<file path="src/rtl/radix2_pair_buffer_if.sv">
// Sample stream bus for one radix-2 DIF pair-forming stage: live input
// samples in, (x1, x2, twiddle index) pairs out.
interface radix2_pair_buffer_if #(
    parameter int FLOAT_LEN = 32,
    parameter int ADDR_LEN  = 2
);
    logic [2*FLOAT_LEN-1:0] data_in;
    logic                   data_in_valid;
    logic [2*FLOAT_LEN-1:0] data_out1;
    logic [2*FLOAT_LEN-1:0] data_out2;
    logic                   data_out_valid;
    logic [ADDR_LEN-1:0]    tf_idx;
    logic                   block_last;
    logic                   overrun;

    // Upstream/consumer side: drives samples, observes pairs.
    modport master (
        output data_in, data_in_valid,
        input  data_out1, data_out2, data_out_valid, tf_idx, block_last, overrun
    );

    // Pair buffer side: consumes samples, produces pairs.
    modport slave (
        input  data_in, data_in_valid,
        output data_out1, data_out2, data_out_valid, tf_idx, block_last, overrun
    );
endinterface

</file>
<file path="src/rtl/radix2_pair_buffer.sv">
// Delay-line pair former for one radix-2 DIF butterfly stage.
// The first DEPTH valid samples of each 2*DEPTH block are stored; each of the
// next DEPTH valid samples is emitted together with its stored partner one
// clock later. A valid-sample counter alone sequences fill and pair phases,
// so gaps in data_in_valid of any length leave the pairing intact.
module radix2_pair_buffer #(
    parameter int FLOAT_LEN = 32,
    parameter int ADDR_LEN  = 2
) (
    input  logic                  clk,
    input  logic                  rst,
    radix2_pair_buffer_if.slave   bus
);
    localparam int DEPTH = 2 ** ADDR_LEN;
    localparam int WIDTH = 2 * FLOAT_LEN;

    // Phase of the current block, taken directly from the counter MSB.
    typedef enum logic {
        FILL = 1'b0,
        PAIR = 1'b1
    } state_t;

    logic [ADDR_LEN:0]   cnt_r;
    logic [WIDTH-1:0]    mem_r [DEPTH];
    logic [WIDTH-1:0]    data_out1_r;
    logic [WIDTH-1:0]    data_out2_r;
    logic                data_out_valid_r;
    logic [ADDR_LEN-1:0] tf_idx_r;
    logic                block_last_r;

    state_t              state_s;
    logic [ADDR_LEN-1:0] k_s;

    assign state_s = state_t'(cnt_r[ADDR_LEN]);
    assign k_s     = cnt_r[ADDR_LEN-1:0];

    // First-half samples go into the delay memory; storage is never cleared.
    always_ff @(posedge clk) begin
        if (rst && bus.data_in_valid && (state_s == FILL)) begin
            mem_r[k_s] <= bus.data_in;
        end
    end

    // Counter sequencing plus registered pair outputs; only PAIR-phase
    // samples touch the data outputs, so a fill write never disturbs them.
    always_ff @(posedge clk) begin
        if (!rst) begin
            cnt_r            <= {(ADDR_LEN+1){1'b0}};
            data_out1_r      <= {WIDTH{1'b0}};
            data_out2_r      <= {WIDTH{1'b0}};
            data_out_valid_r <= 1'b0;
            tf_idx_r         <= {ADDR_LEN{1'b0}};
            block_last_r     <= 1'b0;
        end else if (bus.data_in_valid) begin
            // Natural wrap of the ADDR_LEN+1 bit counter is the modulo 2*DEPTH.
            cnt_r <= cnt_r + {{ADDR_LEN{1'b0}}, 1'b1};
            case (state_s)
                FILL: begin
                    data_out_valid_r <= 1'b0;
                end
                PAIR: begin
                    data_out1_r      <= mem_r[k_s];
                    data_out2_r      <= bus.data_in;
                    tf_idx_r         <= k_s;
                    block_last_r     <= (k_s == {ADDR_LEN{1'b1}});
                    data_out_valid_r <= 1'b1;
                end
                default: begin
                    data_out_valid_r <= 1'b0;
                end
            endcase
        end else begin
            data_out_valid_r <= 1'b0;
        end
    end

    assign bus.data_out1      = data_out1_r;
    assign bus.data_out2      = data_out2_r;
    assign bus.data_out_valid = data_out_valid_r;
    assign bus.tf_idx         = tf_idx_r;
    assign bus.block_last     = block_last_r;
    // Reserved for a future ready/backpressure port.
    assign bus.overrun        = 1'b0;
endmodule
</file>
<file path="src/flat_wrapper.sv">
// flat-port wrapper written by rule: the top's interface ports become plain ports
module radix2_pair_buffer_flat 
#(
    parameter int FLOAT_LEN = 32,
    parameter int ADDR_LEN  = 2
)
  (clk, rst, bus_data_in, bus_data_in_valid, bus_data_out1, bus_data_out2, bus_data_out_valid, bus_tf_idx, bus_block_last, bus_overrun);
  radix2_pair_buffer_if #(.FLOAT_LEN(FLOAT_LEN), .ADDR_LEN(ADDR_LEN)) bus_i ();
  input  logic clk;
  input  logic rst;
  input wire logic [$bits(bus_i.data_in)-1:0] bus_data_in;
  input wire logic [$bits(bus_i.data_in_valid)-1:0] bus_data_in_valid;
  output wire logic [$bits(bus_i.data_out1)-1:0] bus_data_out1;
  output wire logic [$bits(bus_i.data_out2)-1:0] bus_data_out2;
  output wire logic [$bits(bus_i.data_out_valid)-1:0] bus_data_out_valid;
  output wire logic [$bits(bus_i.tf_idx)-1:0] bus_tf_idx;
  output wire logic [$bits(bus_i.block_last)-1:0] bus_block_last;
  output wire logic [$bits(bus_i.overrun)-1:0] bus_overrun;
  assign bus_i.data_in = bus_data_in;
  assign bus_i.data_in_valid = bus_data_in_valid;
  assign bus_data_out1 = bus_i.data_out1;
  assign bus_data_out2 = bus_i.data_out2;
  assign bus_data_out_valid = bus_i.data_out_valid;
  assign bus_tf_idx = bus_i.tf_idx;
  assign bus_block_last = bus_i.block_last;
  assign bus_overrun = bus_i.overrun;
  radix2_pair_buffer #(.FLOAT_LEN(FLOAT_LEN), .ADDR_LEN(ADDR_LEN)) u_core (.clk(clk), .rst(rst), .bus(bus_i));
endmodule
</file>
<file path="config.mk">
export PLATFORM = sky130hd
export DESIGN_NAME = radix2_pair_buffer_flat
export DESIGN_NICKNAME = d
export VERILOG_FILES = /design/src/rtl/radix2_pair_buffer_if.sv /design/src/rtl/radix2_pair_buffer.sv /design/src/flat_wrapper.sv
export SDC_FILE = /design/constraint.sdc
export NUM_CORES = 1
export LEC_CHECK = 0
export BUFFER_PORTS_ARGS = -buffer_cell sky130_fd_sc_hd__buf_2
export CORE_MARGIN = 2
export CORE_UTILIZATION = 59
export DETAILED_ROUTE_END_ITERATION = 12
export PLACE_DENSITY = 0.89
export SLEW_MARGIN = 20
export SYNTH_ARGS = -nofsm -noshare
export SYNTH_HDL_FRONTEND = slang
export SYNTH_SLANG_ARGS = --single-unit
</file>
<file path="constraint.sdc">
create_clock -name clk -period 8.6 [get_ports clk]
set_input_delay 0.43 -clock clk [delete_from_list [all_inputs] [get_ports clk]]
set_output_delay 0.43 -clock clk [all_outputs]
set_load 0.02 [all_outputs]
</file>
---- Word-level counts from Yosys, hierarchy flattened ----
Memory sizes are Yosys's and may differ from the RTL's. A register that Yosys moved wholly into a read port is not among the register bits.
Index checks and enable logic that the tools add are counted.
storage, ports and cells
  flip-flop bits (word level) ............. 71
  RAM bits ................................ 256
  input bits .............................. 67
  output and inout port bits .............. 133
  word-level logic and storage cells ...... 17
  memories ................................ 1
memories
  memory        depth  bits a word  read ports  clocked after memory_dff  wr ports  line                      text
  u_core.mem_r  4      64           1           1                         1         radix2_pair_buffer.sv:24  logic [WIDTH-1:0] mem_r [DEPTH];
operators by class
  $add $sub $neg .......................... 1
  eq/ne operators ......................... 1
  multiplexer cells ....................... 3
  bitwise logic cells ..................... 1
  reduce and logical (&&, ||, !) cells .... 5
operators by type and width
  operator             number
  $reduce_and 2->1     2
  $add 3x1->3 const B  1
  $eq 2x2->1 const B   1
  $logic_and 1x1->1    2
  $mux 1               2
  $pmux 1 s2           1
  $logic_not 1->1      1
  $not 1->1            1

---- Depth between registers and ports, before layout ----
Gate-level depths: netlist of run 1.
  depth in word-level cells ............... 4
  mapped depth ............................ 7
  mapped depth without buffers ............ 4

---- Worst setup path before layout of run 1 ----
OpenSTA, ideal clock, no wires.
  kind .................................... register to register
  start ................................... register u_core.cnt_r[0]
  end ..................................... memory u_core.mem_r[2][0] (netlist bit), enable pin
  setup time .............................. 429 ps
  arrival ................................. 2512 ps
  data required time ...................... 8171 ps
  slack ................................... 5659 ps
  cell stages (with the launch flop) ...... 7
  buffers on the path ..................... 3
  period minus slack after synthesis ...... 2941 ps
  path through ............................ dfxtp_1 -> buf_2 -> buf_4 -> buf_2 -> inv_1 -> ha_1 -> and2_1
RTL lines
  what                    line                      text
  start, declared         radix2_pair_buffer.sv:23  logic [ADDR_LEN:0] cnt_r;
  start signal, assigned  radix2_pair_buffer.sv:48  cnt_r <= {(ADDR_LEN+1){1'b0}};
  start signal, assigned  radix2_pair_buffer.sv:56  cnt_r <= cnt_r + {{ADDR_LEN{1'b0}}, 1'b1};
  end, declared           radix2_pair_buffer.sv:24
No word-level cell before the write port.

---- Worst setup path in the final report of run 1 ----
  start ................................... register u_core.cnt_r[0]
  end ..................................... memory u_core.mem_r[3][46] (netlist bit), enable pin
No word-level cell before the write port.

==> metrics.md, run 1 <==
| Metric | Value |
|---|---|
| Number of distinct library cell variants in the gate-level netlist after synthesis | 24 |
| Clock insertion delay at the later pin of the skew report | 0.52 ns |
| Worst-path maximum fanout | 64 |
| Final hold viol count | 0 |
| Nature of the critical path endpoint | flip-flop |
| Average vias per placed instance | 5.74 |
| Count of unresolved DRC violations after routing | 0 |
| Port Buffer Count | 198 |
| Deepest level of the CTS H-tree | 2 |
| Area of the die | 0.0257 mm2 |
| Max Clock Skew | 0.0123 ns |
| Mean instance size in the synthesized netlist | 15.3 um2 |
| Final wirelength | 30300 um |
| Wire length of the first global-routing pass | 47100 um |
| Number of max-slew violations in the final report | 0 |
| CTS Root Cell | sky130_fd_sc_hd__clkbuf_16 |
| TNS Setup | 0 ns |
| Min setup slack post-route | 5.69 ns |
| Buffer levels on the longest clock path | 3 |
| Rel. slew slack | 28.8% |
| Gp weighted congestion | 0.751 |
| Top delay family on crit path | simple AND/OR/NAND/NOR gates |
| Residual overflow from global routing | 0 |
| Number of detailed-route iterations in the first pass | 5 |
| Clock Sinks | 391 |
| Part of the cycle the worst path needs | 33.9% |
| Worst path max stage delay | 0.79 ns |
| Power density normalized to cell area | 231 mW/mm2 |
| Total non-filler cell area in the finished layout | 0.0167 mm2 |
| Post CTS Setup Buffer Count | 0 |
| Share of cells above drive strength 1 | 26.9% |
| Initial Utilization | 59.7% |
| List of cells traversed by the critical path | buf_4, ha_1, and2_4 |
| Clock transition time at the flip-flop clock pins of the worst setup and hold paths | 0.06 ns |
| Number of max-capacitance violations reported | 0 |
| Data arrival at the endpoint of the critical path | 3.05 ns |
| Antenna diode instance count | 0 |
| Post-Syn Nets | 1009 |
| Worst Max-Slew Pin Slew | 1.07 ns |
| Number of register bits inferred by synthesis | 391 |
| Post-synthesis cell area | 0.0144 mm2 |
| Dpl hpwl | 16500 um |
| Minimum period implied by the final worst setup slack | 2.91 ns |
| Die H | 160 um |
| Wire length per cell after detailed routing | 20.6 um |
| Highest achievable clock rate | 0.343 GHz |
| Final-report setup violation count | 0 |
| CTS buffer count | 38 |
| Data required time at the worst endpoint | 8.73 ns |
| Maximum number of pins on one net before global-route repair | 110 |
| Leak Pwr | 6.08 nW |
| Sum of buffers and inverters on the critical path | 1 |
| Via count | 8435 |
| Count of routing violations after the opening detailed-route iteration | 789 |
| Worst voltage drop across the vdd grid | 0.163 mV |
| Vias in the first global route | 8347 |
| Path type of the worst setup path | reg -> reg |
| Most common cell after layout, fill and taps aside | sky130_fd_sc_hd__edfxtp_1 |
| Placeable Area | 0.0241 mm2 |
| Post-CTS sizing | 0 |
| Hold Path Class | in -> reg |
| Cell with the largest stage delay on the worst path | sky130_fd_sc_hd__and2_4 |
| Pre-CTS setup slack | 5.43 ns |
| Cell area reported after detailed placement | 0.0155 mm2 |
| Cell count after synthesis | 938 |
| Count of pins on the block boundary | 200 |
| Nets | 1187 |
| Kind of start point of the critical path | flip-flop |
| DRT antenna net count | 0 |
| Unrepaired setup endpoints after global routing | no |
| Area added between synthesis and finish | 16.3% |
| Sequential fraction of the synthesis area | 72.2% |
| CTS tree | done |
| Run status | finished clean |
| GRT Total Usage | 23.5% |
| Number of rows created at floorplan | 57 |
| Number of antenna violations at the first check in global routing | 0 |
| Hold-fix buffer count after cts | 0 |
| Number of warnings printed during yosys synthesis | 0 |
| Chip width | 160 um |
| Commonest cells after routing, fill and taps aside | sky130_fd_sc_hd__edfxtp_1 (256), sky130_fd_sc_hd__buf_2 (197), sky130_fd_sc_hd__nand2_1 (135) |
[where the power goes]
group | internal (mW) | switching (mW)
clock network | 0.967 | 0.667
logic | 0.0646 | 0.114
registers | 2.04 | 0.0190
[logic make-up after synthesis]
group	count (synthesis)	share of synthesized area [%]
AOI/OAI and AO/OA	131	9.13
xor gates and xnor gates	2	0.122
adders and majority gates	4	0.348
buffers and inverters	68	2.76
DFF	391	72.2
muxes	129	8.97
other	1	0.0261
and+or+nand+nor	212	6.47
[layer usage]
layer | up-vias | GRT usage [%] | part of all wire, % | routed length, um
li1 | 3875 | - | - | -
met5 | - | 0 | 0 | 0
met1 | 4199 | 30.7 | 40 | 12100
met4 | 0 | 7.45 | 2.2 | 652
met2 | 313 | 40.1 | 52 | 15700
met3 | 48 | 4.57 | 6.4 | 1930
[layout make-up]
class                           instances  area [um2]
Clock inverter                         13         111
Timing Repair Buffer                  204        1060
Inverter                                2        7.51
Clock buffer                           57        1130
Fill cell                            1542        7370
Tap cell                              324         405
Multi-Input combinational cell        479        3630
Sequential cell                       391       10400
[cells in the mapped netlist]
cell type / n / area share (%)
sky130_fd_sc_hd__buf_6: 9 / 0.70
sky130_fd_sc_hd__o221ai_1: 24 / 1.5
sky130_fd_sc_hd__and3b_1: 1 / 0.061
sky130_fd_sc_hd__clkbuf_1: 21 / 0.55
sky130_fd_sc_hd__xnor2_1: 1 / 0.061
sky130_fd_sc_hd__buf_2: 23 / 0.80
sky130_fd_sc_hd__inv_1: 2 / 0.052
sky130_fd_sc_hd__a21boi_1: 11 / 0.57
sky130_fd_sc_hd__conb_1: 1 / 0.026
sky130_fd_sc_hd__o221ai_2: 40 / 4.2
sky130_fd_sc_hd__a21boi_0: 56 / 2.9
sky130_fd_sc_hd__and3_1: 1 / 0.043
sky130_fd_sc_hd__nand2_1: 136 / 3.5
sky130_fd_sc_hd__edfxtp_1: 256 / 53
sky130_fd_sc_hd__and2_1: 7 / 0.30
sky130_fd_sc_hd__nand3_1: 64 / 2.2
sky130_fd_sc_hd__nand3_4: 2 / 0.24
sky130_fd_sc_hd__nor2b_1: 1 / 0.043
sky130_fd_sc_hd__ha_1: 4 / 0.35
sky130_fd_sc_hd__mux2i_1: 129 / 9.0
sky130_fd_sc_hd__buf_4: 12 / 0.63
sky130_fd_sc_hd__xor2_1: 1 / 0.061
sky130_fd_sc_hd__buf_1: 1 / 0.026
sky130_fd_sc_hd__dfxtp_1: 135 / 19
[through the flow]
stage               cells  hold slack, ns  power, mW  utilization [%]
finish               1470           0.141       3.87             69.4
global route         1470           0.123       3.99             69.4
CTS                  1469           0.122       3.89             69.3
detailed placement   1399           0.446       2.28             64.2
global placement     1399           0.439       2.27             64.2
floorplan             938           0.503       2.21                -
[path summary, 6_finish.rpt]
path | start | endpoint | slack, ns | cells after the start
hold / removal | bus_data_in[9] | u_core.mem_r[1][9]$_DFFE_PP_ | 0.14 | 1
hold reg to reg | u_core.bus.data_out2[38]$_SDFFE_PN0P_ | u_core.bus.data_out2[38]$_SDFFE_PN0P_ | 0.45 | 2
setup / recovery | u_core.cnt_r[0]$_SDFFE_PN0P_ | u_core.mem_r[3][46]$_DFFE_PP_ | 5.69 | 3
setup reg to reg | u_core.cnt_r[0]$_SDFFE_PN0P_ | u_core.mem_r[3][46]$_DFFE_PP_ | 5.69 | 3
[registers in the layout, indices dropped and copies added (netlist names)]
| signal | count |
|---|---|
| u_core.bus.tf_idx | 2 |
| u_core.bus.data_out1 | 64 |
| u_core.cnt_r | 3 |
| u_core.bus.data_out2 | 64 |
| u_core.bus.block_last | 1 |
| u_core.mem_r | 256 |
| u_core.bus.data_out_valid | 1 |
Note: power is estimated with default switching activity, not from simulation.
==> run 2, diff against run 1 <==
--- a/config.mk
+++ b/config.mk
@@ -7,9 +7,9 @@
 export LEC_CHECK = 0
 export BUFFER_PORTS_ARGS = -buffer_cell sky130_fd_sc_hd__buf_2
 export CORE_MARGIN = 2
-export CORE_UTILIZATION = 59
+export CORE_UTILIZATION = 51
 export DETAILED_ROUTE_END_ITERATION = 12
-export PLACE_DENSITY = 0.89
+export PLACE_DENSITY = 0.82
 export SLEW_MARGIN = 20
 export SYNTH_ARGS = -nofsm -noshare
 export SYNTH_HDL_FRONTEND = slang
==> constraint.sdc (replaced) <==
create_clock -name clk -period 2.4 [get_ports clk]
set_input_delay 0.12 -clock clk [delete_from_list [all_inputs] [get_ports clk]]
set_output_delay 0.12 -clock clk [all_outputs]
set_load 0.02 [all_outputs]
==> run 2 against run 1 <==
Compared with the run above:
- via count is 2.0% higher
- worst setup slack got worse by 5.2 ns
- die area rose by 15%
- hold slack improved by 0.055 ns
==> metrics.md, run 2 (synthesis gave the netlist of run 1 again) <==
| Metric | Value |
|---|---|
| Run status | finished clean (unchanged) |
| CTS tree | done (unchanged) |
| Buffer levels on the longest clock path | 3 (unchanged) |
| Wire length per cell after detailed routing | 19.2 um (was 20.6 um) |
| Final wirelength | 30900 um (was 30300 um) |
| Most common cell after layout, fill and taps aside | sky130_fd_sc_hd__edfxtp_1 (unchanged) |
| Final-report setup violation count | 0 (unchanged) |
| Antenna diode instance count | 0 (unchanged) |
| Average vias per placed instance | 5.36 (was 5.74) |
| Number of detailed-route iterations in the first pass | 4 (was 5) |
| Placeable Area | 0.0278 mm2 (was 0.0241 mm2) |
| Die H | 172 um (was 160 um) |
| Area of the die | 0.0296 mm2 (was 0.0257 mm2) |
| Highest signal layer in the routed design | met4 (unchanged) |
| Count of unresolved DRC violations after routing | 0 (unchanged) |
| Worst voltage drop across the vdd grid | 0.473 mV (was 0.163 mV) |
| Destination of the worst register-to-register timing path | u_core.bus.data_out1[60]$_SDFFE_PN0P_ (was u_core.mem_r[3][46]$_DFFE_PP_) |
| Worst Max-Slew Pin Slew | 0.929 ns (was 1.07 ns) |
| Deepest level of the CTS H-tree | 2 (unchanged) |
| Hold_ws | 0.196 ns (was 0.141 ns) |
| Path type of the worst setup path | reg -> reg (unchanged) |
| GRT Total Usage | 20.6% (was 23.5%) |
| Share of cells above drive strength 1 | 26.5% (was 26.9%) |
| Worst R2R Setup Slack | 0.46 ns (was 5.69 ns) |
| Residual overflow from global routing | 0 (unchanged) |
| Worst reg-to-reg path cell count | 4 (was 3) |
| Length of routed met3 wiring | 1830 um (was 1930 um) |
| Highest achievable clock rate | 0.517 GHz (was 0.343 GHz) |
| Routed metal-1 wirelength | 12800 um (was 12100 um) |
| Power density normalized to cell area | 783 mW/mm2 (was 231 mW/mm2) |
| Clock Sinks | 391 (unchanged) |
| CTS buffer count | 39 (was 38) |
| Nets | 1269 (was 1187) |
| Initial Utilization | 51.8% (was 59.7%) |
| Vias in the first global route | 8672 (was 8347) |
| Number of max-slew violations in the final report | 0 (unchanged) |
| Number of max-capacitance violations reported | 0 (unchanged) |
| Kind of start point of the critical path | flip-flop (unchanged) |
| Unrepaired setup endpoints after global routing | no (unchanged) |
| Clock transition time at the flip-flop clock pins of the worst setup and hold paths | 0.06 ns (about the same) |
| Final hold viol count | 0 (unchanged) |
| Nature of the critical path endpoint | flip-flop (unchanged) |
| Rel. slew slack | 38.1% (was 28.8%) |
| Part of the cycle the worst path needs | 80.6% (was 33.9%) |
| Routed length on met2 | 15300 um (was 15700 um) |
| TNS Setup | 0 ns (unchanged) |
| Wire length of the first global-routing pass | 46500 um (was 47100 um) |
| Post-CTS sizing | 0 (unchanged) |
| Commonest cells after routing, fill and taps aside | sky130_fd_sc_hd__edfxtp_1 (256), sky130_fd_sc_hd__buf_2 (197), sky130_fd_sc_hd__nand2_1 (135) (unchanged) |
| R2r startpoint | u_core.cnt_r[2]$_SDFFE_PN0P_ (was u_core.cnt_r[0]$_SDFFE_PN0P_) |
| Number of rows created at floorplan | 61 (was 57) |
| Hold-fix buffer count after cts | 65 (was 0) |
| Gp weighted congestion | 0.735 (was 0.751) |
| Data required time at the worst endpoint | 2.82 ns (was 8.73 ns) |
| Number of antenna violations at the first check in global routing | 0 (unchanged) |
| Hold Path End | u_core.bus.data_out1[24]$_SDFFE_PN0P_ (was u_core.mem_r[1][9]$_DFFE_PP_) |
| Clock insertion delay at the later pin of the skew report | 0.52 ns (about the same) |
| Worst-path maximum fanout | 28 (was 64) |
| Hold path startpoint | rst (was bus_data_in[9]) |
| Via count | 8602 (was 8435) |
| Count of routing violations after the opening detailed-route iteration | 542 (was 789) |
| Dpl hpwl | 17200 um (was 16500 um) |
| Leak Pwr | 6.44 nW (was 6.08 nW) |
| Port Buffer Count | 198 (unchanged) |
| Max Clock Skew | 0.0173 ns (was 0.0123 ns) |
| Count of pins on the block boundary | 200 (unchanged) |
| Area added between synthesis and finish | 22.5% (was 16.3%) |
| Post CTS Setup Buffer Count | 0 (unchanged) |
| Data arrival at the endpoint of the critical path | 2.35 ns (was 3.05 ns) |
| Maximum number of pins on one net before global-route repair | 85 (was 110) |
| DRT antenna net count | 0 (unchanged) |
| Max FFs per register | 256 (unchanged) |
| Total power | 13.8 mW (was 3.87 mW) |
| Hold-critical path depth | 3 (was 1) |
| Chip width | 172 um (was 160 um) |
| Hold Path Class | in -> reg (unchanged) |
| Register bank with the most flops | u_core.mem_r (unchanged) |
| CTS Root Cell | sky130_fd_sc_hd__clkbuf_16 (unchanged) |
| Minimum period implied by the final worst setup slack | 1.94 ns (was 2.91 ns) |
==> run 2: cell count changes in the layout (fill, tap and decap cells not counted), sizes merged <==
cell         before  now
clkinv           11   14
bufinv            2    1
clkinvlp          0    1
dlygate4sd3       0   65
buf             204  220
clkbuf           57   53
==> run 2: power by group <==
group	internal, mW	switching [mW]	leakage (nW)
registers	7.31	0.0406	3.41
logic	0.324	0.451	2.44
clock network	3.29	2.39	0.593
total	10.9	2.88	6.44
==> run 2: per-layer routing <==
metal,vias to the layer above,global-route usage (%)
met3,66,4.17
met4,0,8.04
met1,4213,25.8
met5,-,0
li1,4041,-
met2,282,35.2
==> run 2: area by class of cell <==
type	instances	area, um2
clock buffer	53	1090
clock inverter	16	104
tap	378	473
sequential	391	10400
multi-input combinational	479	3630
timing repair buffer	285	1930
fill	1977	10200
inverter	2	7.51
==> run 2: stage by stage <==
stage,instances,instance area [um2],utilization [%],setup WS (ns)
2_1_floorplan,938,14400,-,0.155
3_3_place_gp,1470,15800,56.8,0.549
3_5_place_dp,1470,15800,56.8,0.476
4_1_cts,1604,17600,63.5,0.449
5_1_grt,1604,17600,63.5,0.348
6_report,1604,17600,63.5,0.464
==> run 2: worst max-delay path by stage <==
| stage | start | to | slack [ns] | depth (start not counted) |
|---|---|---|---|---|
| final | u_core.cnt_r[2]$_SDFFE_PN0P_ | u_core.bus.data_out1[60]$_SDFFE_PN0P_ | 0.46 | 4 |
| after global routing | u_core.cnt_r[2]$_SDFFE_PN0P_ | u_core.bus.data_out1[42]$_SDFFE_PN0P_ | 0.35 | 4 |
| after CTS | u_core.cnt_r[2]$_SDFFE_PN0P_ | u_core.bus.data_out1[60]$_SDFFE_PN0P_ | 0.45 | 4 |
| after detailed placement | u_core.cnt_r[2]$_SDFFE_PN0P_ | u_core.bus.data_out1[60]$_SDFFE_PN0P_ | 0.48 | 4 |
| after global placement | u_core.cnt_r[2]$_SDFFE_PN0P_ | u_core.bus.data_out1[41]$_SDFFE_PN0P_ | 0.55 | 4 |
| after floorplan | u_core.cnt_r[0]$_SDFFE_PN0P_ | u_core.mem_r[2][0]$_DFFE_PP_ | 0.15 | 6 |
==> run 2: critical path: stages, from the launching register on <==
cell and delay, ns:
sky130_fd_sc_hd__dfxtp_1 0.43, sky130_fd_sc_hd__and2_4 0.40, sky130_fd_sc_hd__nand3_4 0.45, sky130_fd_sc_hd__buf_12 0.35
sky130_fd_sc_hd__o221ai_1 0.18
